[src/rtl/stk_pkg.sv]
// Shared types and sizing for the stack entry pool.
package stk_pkg;
    localparam int STK_PTRS_N = 256;
    localparam int STK_ENGS_N = 4;
    localparam int STK_PTR_W  = $clog2(STK_PTRS_N);

    typedef logic [STK_PTR_W-1:0] ptr_t;

    typedef enum logic {
        AL_INIT,
        AL_RUN
    } al_state_t;
endpackage

[src/rtl/stk_al_ctrl_fl.sv]
// Free-list circular FIFO: combinational head read, clocked tail write,
// registered count and empty flag.
module stk_al_ctrl_fl #(
    parameter int PTRS_N = 256,
    parameter int PTR_W  = 8
) (
    input  logic             clk,
    input  logic             arst_n,
    input  logic             i_push,
    input  logic [PTR_W-1:0] i_push_ptr,
    input  logic             i_pop,
    output logic [PTR_W-1:0] o_head,
    output logic [PTR_W:0]   o_cnt_r,
    output logic             o_empty_r
);
    logic [PTR_W-1:0] r_mem [PTRS_N];
    logic [PTR_W-1:0] r_head, r_tail;
    logic [PTR_W:0]   w_cnt_nxt;

    assign o_head    = r_mem[r_head];
    assign w_cnt_nxt = o_cnt_r + (PTR_W+1)'(i_push) - (PTR_W+1)'(i_pop);

    // A push while full only happens alongside a pop, so the tail slot being
    // overwritten is the head entry that is leaving this same cycle.
    always_ff @(posedge clk) begin
        if (i_push) r_mem[r_tail] <= i_push_ptr;
    end

    always_ff @(posedge clk or negedge arst_n) begin
        if (!arst_n) begin
            r_head    <= '0;
            r_tail    <= '0;
            o_cnt_r   <= '0;
            o_empty_r <= 1'b1;
        end else begin
            if (i_pop)  r_head <= r_head + PTR_W'(1);
            if (i_push) r_tail <= r_tail + PTR_W'(1);
            o_cnt_r   <= w_cnt_nxt;
            o_empty_r <= (w_cnt_nxt == '0);
        end
    end
endmodule

[src/rtl/stk_al_ctrl.sv]
// Stack pointer allocator: self-seeding free list, AD-stage alloc port and
// round-robin pointer returns. Optional macro STK_AL_DOUBLE_FREE_CHK_EN.
module stk_al_ctrl import stk_pkg::*; #(
    parameter int  PTRS_N = STK_PTRS_N,
    parameter int  ENGS_N = STK_ENGS_N,
    localparam int PTR_W  = $clog2(PTRS_N)
) (
    input  logic                    clk,
    input  logic                    arst_n,
    input  logic                    i_al_alloc,
    output logic [PTR_W-1:0]        o_al_ptr,
    output logic                    o_al_empty_r,
    output logic                    o_al_busy,
    input  logic [ENGS_N-1:0]       i_free_vld,
    input  logic [ENGS_N*PTR_W-1:0] i_free_ptr,
    output logic [ENGS_N-1:0]       o_free_ack,
    output logic [PTR_W:0]          o_cnt_r,
    output logic                    o_err_r
);
    localparam int EIDX_W = (ENGS_N > 1) ? $clog2(ENGS_N) : 1;

    al_state_t         r_state, w_state_nxt;
    logic [PTR_W-1:0]  r_init_cnt;
    logic [EIDX_W-1:0] r_last, w_idx, w_gnt_idx;
    logic [ENGS_N-1:0] w_gnt;
    logic              w_gnt_any, w_run, w_alloc, w_fack, w_ovf, w_dbl;
    logic              w_push_run, w_push, w_err, r_err;
    logic [PTR_W-1:0]  w_free_ptr, w_push_ptr;

    always_ff @(posedge clk or negedge arst_n) begin
        if (!arst_n) r_state <= AL_INIT;
        else         r_state <= w_state_nxt;
    end

    always_comb begin
        w_state_nxt = r_state;
        o_al_busy   = 1'b1;
        case (r_state)
            AL_INIT: if (r_init_cnt == PTR_W'(PTRS_N-1)) w_state_nxt = AL_RUN;
            AL_RUN:  o_al_busy = 1'b0;
        endcase
    end

    // Round-robin: search starts one past the last accepted engine.
    always_comb begin
        w_gnt      = '0;
        w_gnt_idx  = '0;
        w_gnt_any  = 1'b0;
        w_idx      = '0;
        w_free_ptr = '0;
        for (int i = 0; i < ENGS_N; i++) begin
            w_idx = EIDX_W'((int'(r_last) + 1 + i) % ENGS_N);
            if (!w_gnt_any && i_free_vld[w_idx]) begin
                w_gnt_any    = 1'b1;
                w_gnt[w_idx] = 1'b1;
                w_gnt_idx    = w_idx;
            end
        end
        for (int j = 0; j < ENGS_N; j++) begin
            if (w_gnt[j]) w_free_ptr = i_free_ptr[j*PTR_W +: PTR_W];
        end
    end

    assign w_run      = (r_state == AL_RUN);
    assign w_alloc    = i_al_alloc & ~o_al_empty_r & w_run;
    assign w_fack     = w_gnt_any & w_run;
    assign o_free_ack = w_run ? w_gnt : '0;
    assign w_ovf      = w_fack & (o_cnt_r == (PTR_W+1)'(PTRS_N)) & ~w_alloc;
    assign w_push_run = w_fack & ~w_ovf & ~w_dbl;
    assign w_push     = w_run ? w_push_run : 1'b1;
    assign w_push_ptr = w_run ? w_free_ptr : r_init_cnt;
    assign w_err      = (i_al_alloc & ~w_alloc) | w_ovf | w_dbl;
    assign o_err_r    = r_err;

`ifdef STK_AL_DOUBLE_FREE_CHK_EN
    logic [PTRS_N-1:0] r_bmap;

    assign w_dbl = w_fack & ~r_bmap[w_free_ptr];

    // Free is applied before alloc, so a same-cycle free of the head pointer
    // is already flagged by w_dbl and the alloc then marks it owned.
    always_ff @(posedge clk or negedge arst_n) begin
        if (!arst_n) begin
            r_bmap <= '0;
        end else begin
            if (w_push_run) r_bmap[w_free_ptr] <= 1'b0;
            if (w_alloc)    r_bmap[o_al_ptr]   <= 1'b1;
        end
    end
`else
    assign w_dbl = 1'b0;
`endif

    always_ff @(posedge clk or negedge arst_n) begin
        if (!arst_n) begin
            r_init_cnt <= '0;
            r_last     <= EIDX_W'(ENGS_N-1);
            r_err      <= 1'b0;
        end else begin
            if (!w_run) r_init_cnt <= r_init_cnt + PTR_W'(1);
            if (w_fack) r_last <= w_gnt_idx;
            r_err <= r_err | w_err;
        end
    end

    stk_al_ctrl_fl #(
        .PTRS_N (PTRS_N),
        .PTR_W  (PTR_W)
    ) u_fl (
        .clk        (clk),
        .arst_n     (arst_n),
        .i_push     (w_push),
        .i_push_ptr (w_push_ptr),
        .i_pop      (w_alloc),
        .o_head     (o_al_ptr),
        .o_cnt_r    (o_cnt_r),
        .o_empty_r  (o_al_empty_r)
    );
endmodule

[config.mk]
export PLATFORM = sky130hd
export DESIGN_NAME = stk_al_ctrl
export DESIGN_NICKNAME = d
export VERILOG_FILES = /design/src/rtl/stk_pkg.sv /design/src/rtl/stk_al_ctrl_fl.sv /design/src/rtl/stk_al_ctrl.sv
export SDC_FILE = /design/constraint.sdc
export NUM_CORES = 2
export LEC_CHECK = 0
export BUFFER_PORTS_ARGS = -buffer_cell sky130_fd_sc_hd__clkbuf_2
export CORE_UTILIZATION = 40
export DETAILED_ROUTE_END_ITERATION = 12
export GPL_TIMING_DRIVEN = 1
export PLACE_DENSITY = 0.52
export SKIP_CTS_REPAIR_TIMING = 1
export SYNTH_ARGS = -nofsm -noshare
export SYNTH_HDL_FRONTEND = slang
export SYNTH_HIERARCHICAL = 1
export SYNTH_SLANG_ARGS = --single-unit
[constraint.sdc]
create_clock -name clk -period 28.3 [get_ports clk]
set_input_delay 1.415 -clock clk [delete_from_list [all_inputs] [get_ports clk]]
set_output_delay 1.415 -clock clk [all_outputs]
set_load 0.01 [all_outputs]
==> run summary <==
The endpoint identified for the worst register-to-register timing path is u_fl/r_mem[115][1]. The die is roughly 460 um tall. The worst endpoint required time is 26.89 ns. The detailed-route via count came out at 42900. The slew at the pin closest to its max-slew limit is 1.33 ns.

The min-delay analysis places its worst path in the category reg -> reg. During synthesis, Yosys emitted a total of 6 warnings. The worst-case vdd ir drop is 0.0669 mV. The number of design-rule violations left by the first detailed-router iteration is 4728.

The number of register bits inferred by synthesis came out at 2086. The overall power came out at 6.32 mW. The post-detailed-routing wire length is 240000 um. Summed over all instances, the cell type with the most area after synthesis is edfxtp_1. The average detailed-routed wire length per instance is about 33 um. Counting flops with a built-in enable in the synthesized netlist gives 2048. The worst setup path is launched from a register.

The layout cell share with drive strength beyond 1 came out at 21.3%. The congestion estimate from routability-driven global placement came to 0.852. The clock-pin slew reported for the worst setup and hold paths after clock tree synthesis is about 0.070 ns. The first-pass GRT wire length is about 340000 um. Clock tree synthesis selected as its root buffer the cell clkbuf_16. In this run the power density over the cells is between 60 and 70 nW/um2. The run finished with clean final reports.

For this run, the top clock speed supported by timing is 118 MHz. For this run, design rule violations remaining after detail routing come to 0. The finished cells cover around 94000 um2. Entering global routing, the biggest net connects 193 pins. In this run the critical register-to-register path is launched from r_last[0]. The final setup skew came out at 0.0450 ns. Yosys attributes the largest share of cell area to edfxtp_1 74%, mux4_2 10%, mux2i_1 2.8%. The net count of the mapped netlist came out at 4280.

The final setup violation count is 0. The aggregate global-route resource usage is 22.7%. For this design the top-level I/O count stands at between 60 and 70.

The combined area of all synthesized cells is approximately 83000 um2. The core footprint is 207000 um2. The standard-cell row count came out at around 170. The number of antenna violations at the first check in global routing came out at 11. The leakage power is 26.4 nW. The number of buffer cells added on primary ports is 62. Once placement finished, the instance area stood at 86500 um2. The share of the yosys chip area belonging to registers is 74.9%. The number of failing hold endpoints at the final stage came out at 0. The worst register-to-register path has a depth of 11. The per-instance average area after synthesis came out at roughly 20 um2. For this run, asynchronously set or reset flops after synthesis account for 1.82%. For the worst setup path, the data arrival time is ~7.1 ns. The number of fill cells came out at 17600. After layout, the worst path uses 30.0% of the clock period. The category of the most critical setup path is reg -> out. The reg-to-reg setup timing slack is ~22 ns. The number of iterations in the first detailed-routing pass came out at 8. Of the post-synthesis cell area, the dominant cell type holds ~74%. The via count of the first global-routing pass came out at 42600.

The most used flip-flop cell after synthesis is edfxtp_1. The antenna violation net count after detailed routing is 0. Along the worst path, the maximum fanout reaches 39. The worst hold endpoint is o_err_r. The global-route congestion overflow total is 0. The unique cell type count in the Yosys netlist came out at 94.

The tool flagged a number of max-cap violations equal to 0. The number of instances in the synthesized netlist came out at 4218. The relative max-transition margin is 10.9%. Setup repair after global routing left no endpoint under its margin. The starting density of the core is 40.3%.

For the worst-skew pair, the clock arrives at the later sink with an insertion delay of 0.87 ns. The number of max-slew violations in the final report came to 0. The worst hold path begins at o_err_r. The placed wire-length estimate came out at 146000 um.

The via density per instance came out at 5.85. The worst setup path is captured at a primary output. The time the final worst path needs with I/O delays and setup came out at 8.48 ns.

The final net count is approximately 4400. The worst hold path stage count came out at 2. The number of clock sinks seen by CTS came out at about 2100.

TritonCTS created 216 clock buffers. The area growth from synthesis to final layout came out at 12.1%. The aggregate negative setup slack is 0 ns. In this run the number of H-tree levels came out at 4. The clock tree from TritonCTS is done. The die extent in x is 459 um. The final core utilization is 45.2%. The area of the die came out at approximately 210000 um2. The maximum buffer depth of the clock tree is 3.
-- worst max path at each step --
stage	startpoint	endpoint	slack (ns)	cells past startpoint
floorplan	i_free_vld[2]	u_fl/r_mem[0][1]	12.31	9
global placement	u_fl/r_head[0]	o_al_ptr[1]	20.51	11
detailed placement	u_fl/r_head[0]	o_al_ptr[1]	20.57	11
CTS	u_fl/r_head[0]	o_al_ptr[1]	19.61	11
global route	u_fl/r_head[0]	o_al_ptr[1]	19.35	11
finish	u_fl/r_head[0]	o_al_ptr[1]	19.82	11
-- worst max-delay path: stages, from the launching register on --
cell and delay (ns):
dfrtp_4 0.71, buf_4 0.49, buf_4 0.68, buf_4 0.73, buf_4 0.77, mux4_2 0.59, a22o_1 0.24, o21ai_1 0.18
o31ai_1 0.17, o311ai_1 0.84, o21ai_1 0.41, clkbuf_2 0.24
-- metrics by stage --
stage | hold slack, ns | instances | worst slack (ns)
floorplan | 0.459 | 4218 | 12.31
global placement | 0.465 | 6928 | 20.51
detailed placement | 0.469 | 6929 | 20.57
CTS | 0.484 | 7336 | 19.61
global route | 0.499 | 7337 | 19.35
finish | 0.480 | 7338 | 19.82
-- cell usage in the layout (no fill, tap or decap), types with 39 or more instances in the layout --
| cell | Yosys | final |
|---|---|---|
| edfxtp_1 | 2048 | 2048 |
| mux4_2 | 381 | 381 |
| nor2_1 | 314 | 310 |
| mux2i_1 | 234 | 234 |
| clkbuf_16 | 0 | 218 |
| nand2_1 | 114 | 114 |
| buf_4 | 19 | 112 |
| a21oi_1 | 77 | 77 |
| nand3_1 | 75 | 66 |
| a22oi_1 | 63 | 63 |
| o21ai_0 | 62 | 62 |
| clkbuf_2 | 0 | 62 |
| clkbuf_1 | 86 | 59 |
| a221oi_1 | 57 | 53 |
| clkinv_2 | 0 | 46 |
| clkinv_1 | 1 | 45 |
| o22ai_1 | 40 | 40 |
| inv_1 | 40 | 39 |
-- cells in the mapped netlist (all sizes together), types with 13 or more instances --
| master | instances |
|---|---|
| edfxtp | 2048 |
| mux4 | 407 |
| nor2 | 316 |
| mux2i | 234 |
| buf | 152 |
| nand2 | 114 |
| clkbuf | 107 |
| a21oi | 78 |
| nand3 | 75 |
| o21ai | 69 |
| a221oi | 65 |
| a22oi | 63 |
| inv | 41 |
| o22ai | 40 |
| dfrtp | 35 |
| mux2 | 32 |
| nor2b | 26 |
| nor3 | 26 |
| xnor2 | 24 |
| a221o | 22 |
| ha | 22 |
| a211oi | 17 |
| a31oi | 14 |
| nor4 | 13 |
-- final cells by class --
type,instances,area [um2],area share (%)
tap,2788,3490,3.73
clock inverter,127,1300,1.39
multi-input combinational,1830,19000,20.4
sequential,2086,62500,66.8
antenna,2,5.00,0.00535
timing repair buffer,183,1320,1.41
inverter,42,160,0.171
clock buffer,280,5720,6.12
-- cells by family after synthesis --
| family | count (synthesis) | share of synthesized area (%) |
|---|---|---|
| flip-flops | 2086 | 74.9 |
| buffers and inverters | 302 | 2.55 |
| adder cells (fa/ha/maj) | 23 | 0.354 |
| AND/OR/NAND/NOR | 631 | 3.37 |
| XOR/XNOR | 30 | 0.315 |
| multiplexers | 673 | 14.4 |
| AO/OA/AOI/OAI | 473 | 4.16 |
-- metal layers --
metal | up-vias | track usage (%) | wire length [um]
met5 | - | 0 | 34
met4 | 4 | 7.55 | 8100
met3 | 375 | 4.14 | 16500
met2 | 1651 | 36.2 | 115000
met1 | 23200 | 31.6 | 101000
li1 | 17700 | - | -
-- registers in the layout, indices dropped and copies added (netlist names), 2 cells and up --
name,cells
u_fl/r_mem,2048
r_init_cnt,8
u_fl/r_head,8
u_fl/r_tail,8
r_last,2
u_fl/o_cnt_r,9
-- report_power, final --
group / switching, mW / internal [mW]
Combinational: 0.0822 / 0.0662
Sequential: 0.00866 / 3.35
Clock: 1.21 / 1.61
Total: 1.30 / 5.02
Power figures use the tool's default switching activity.
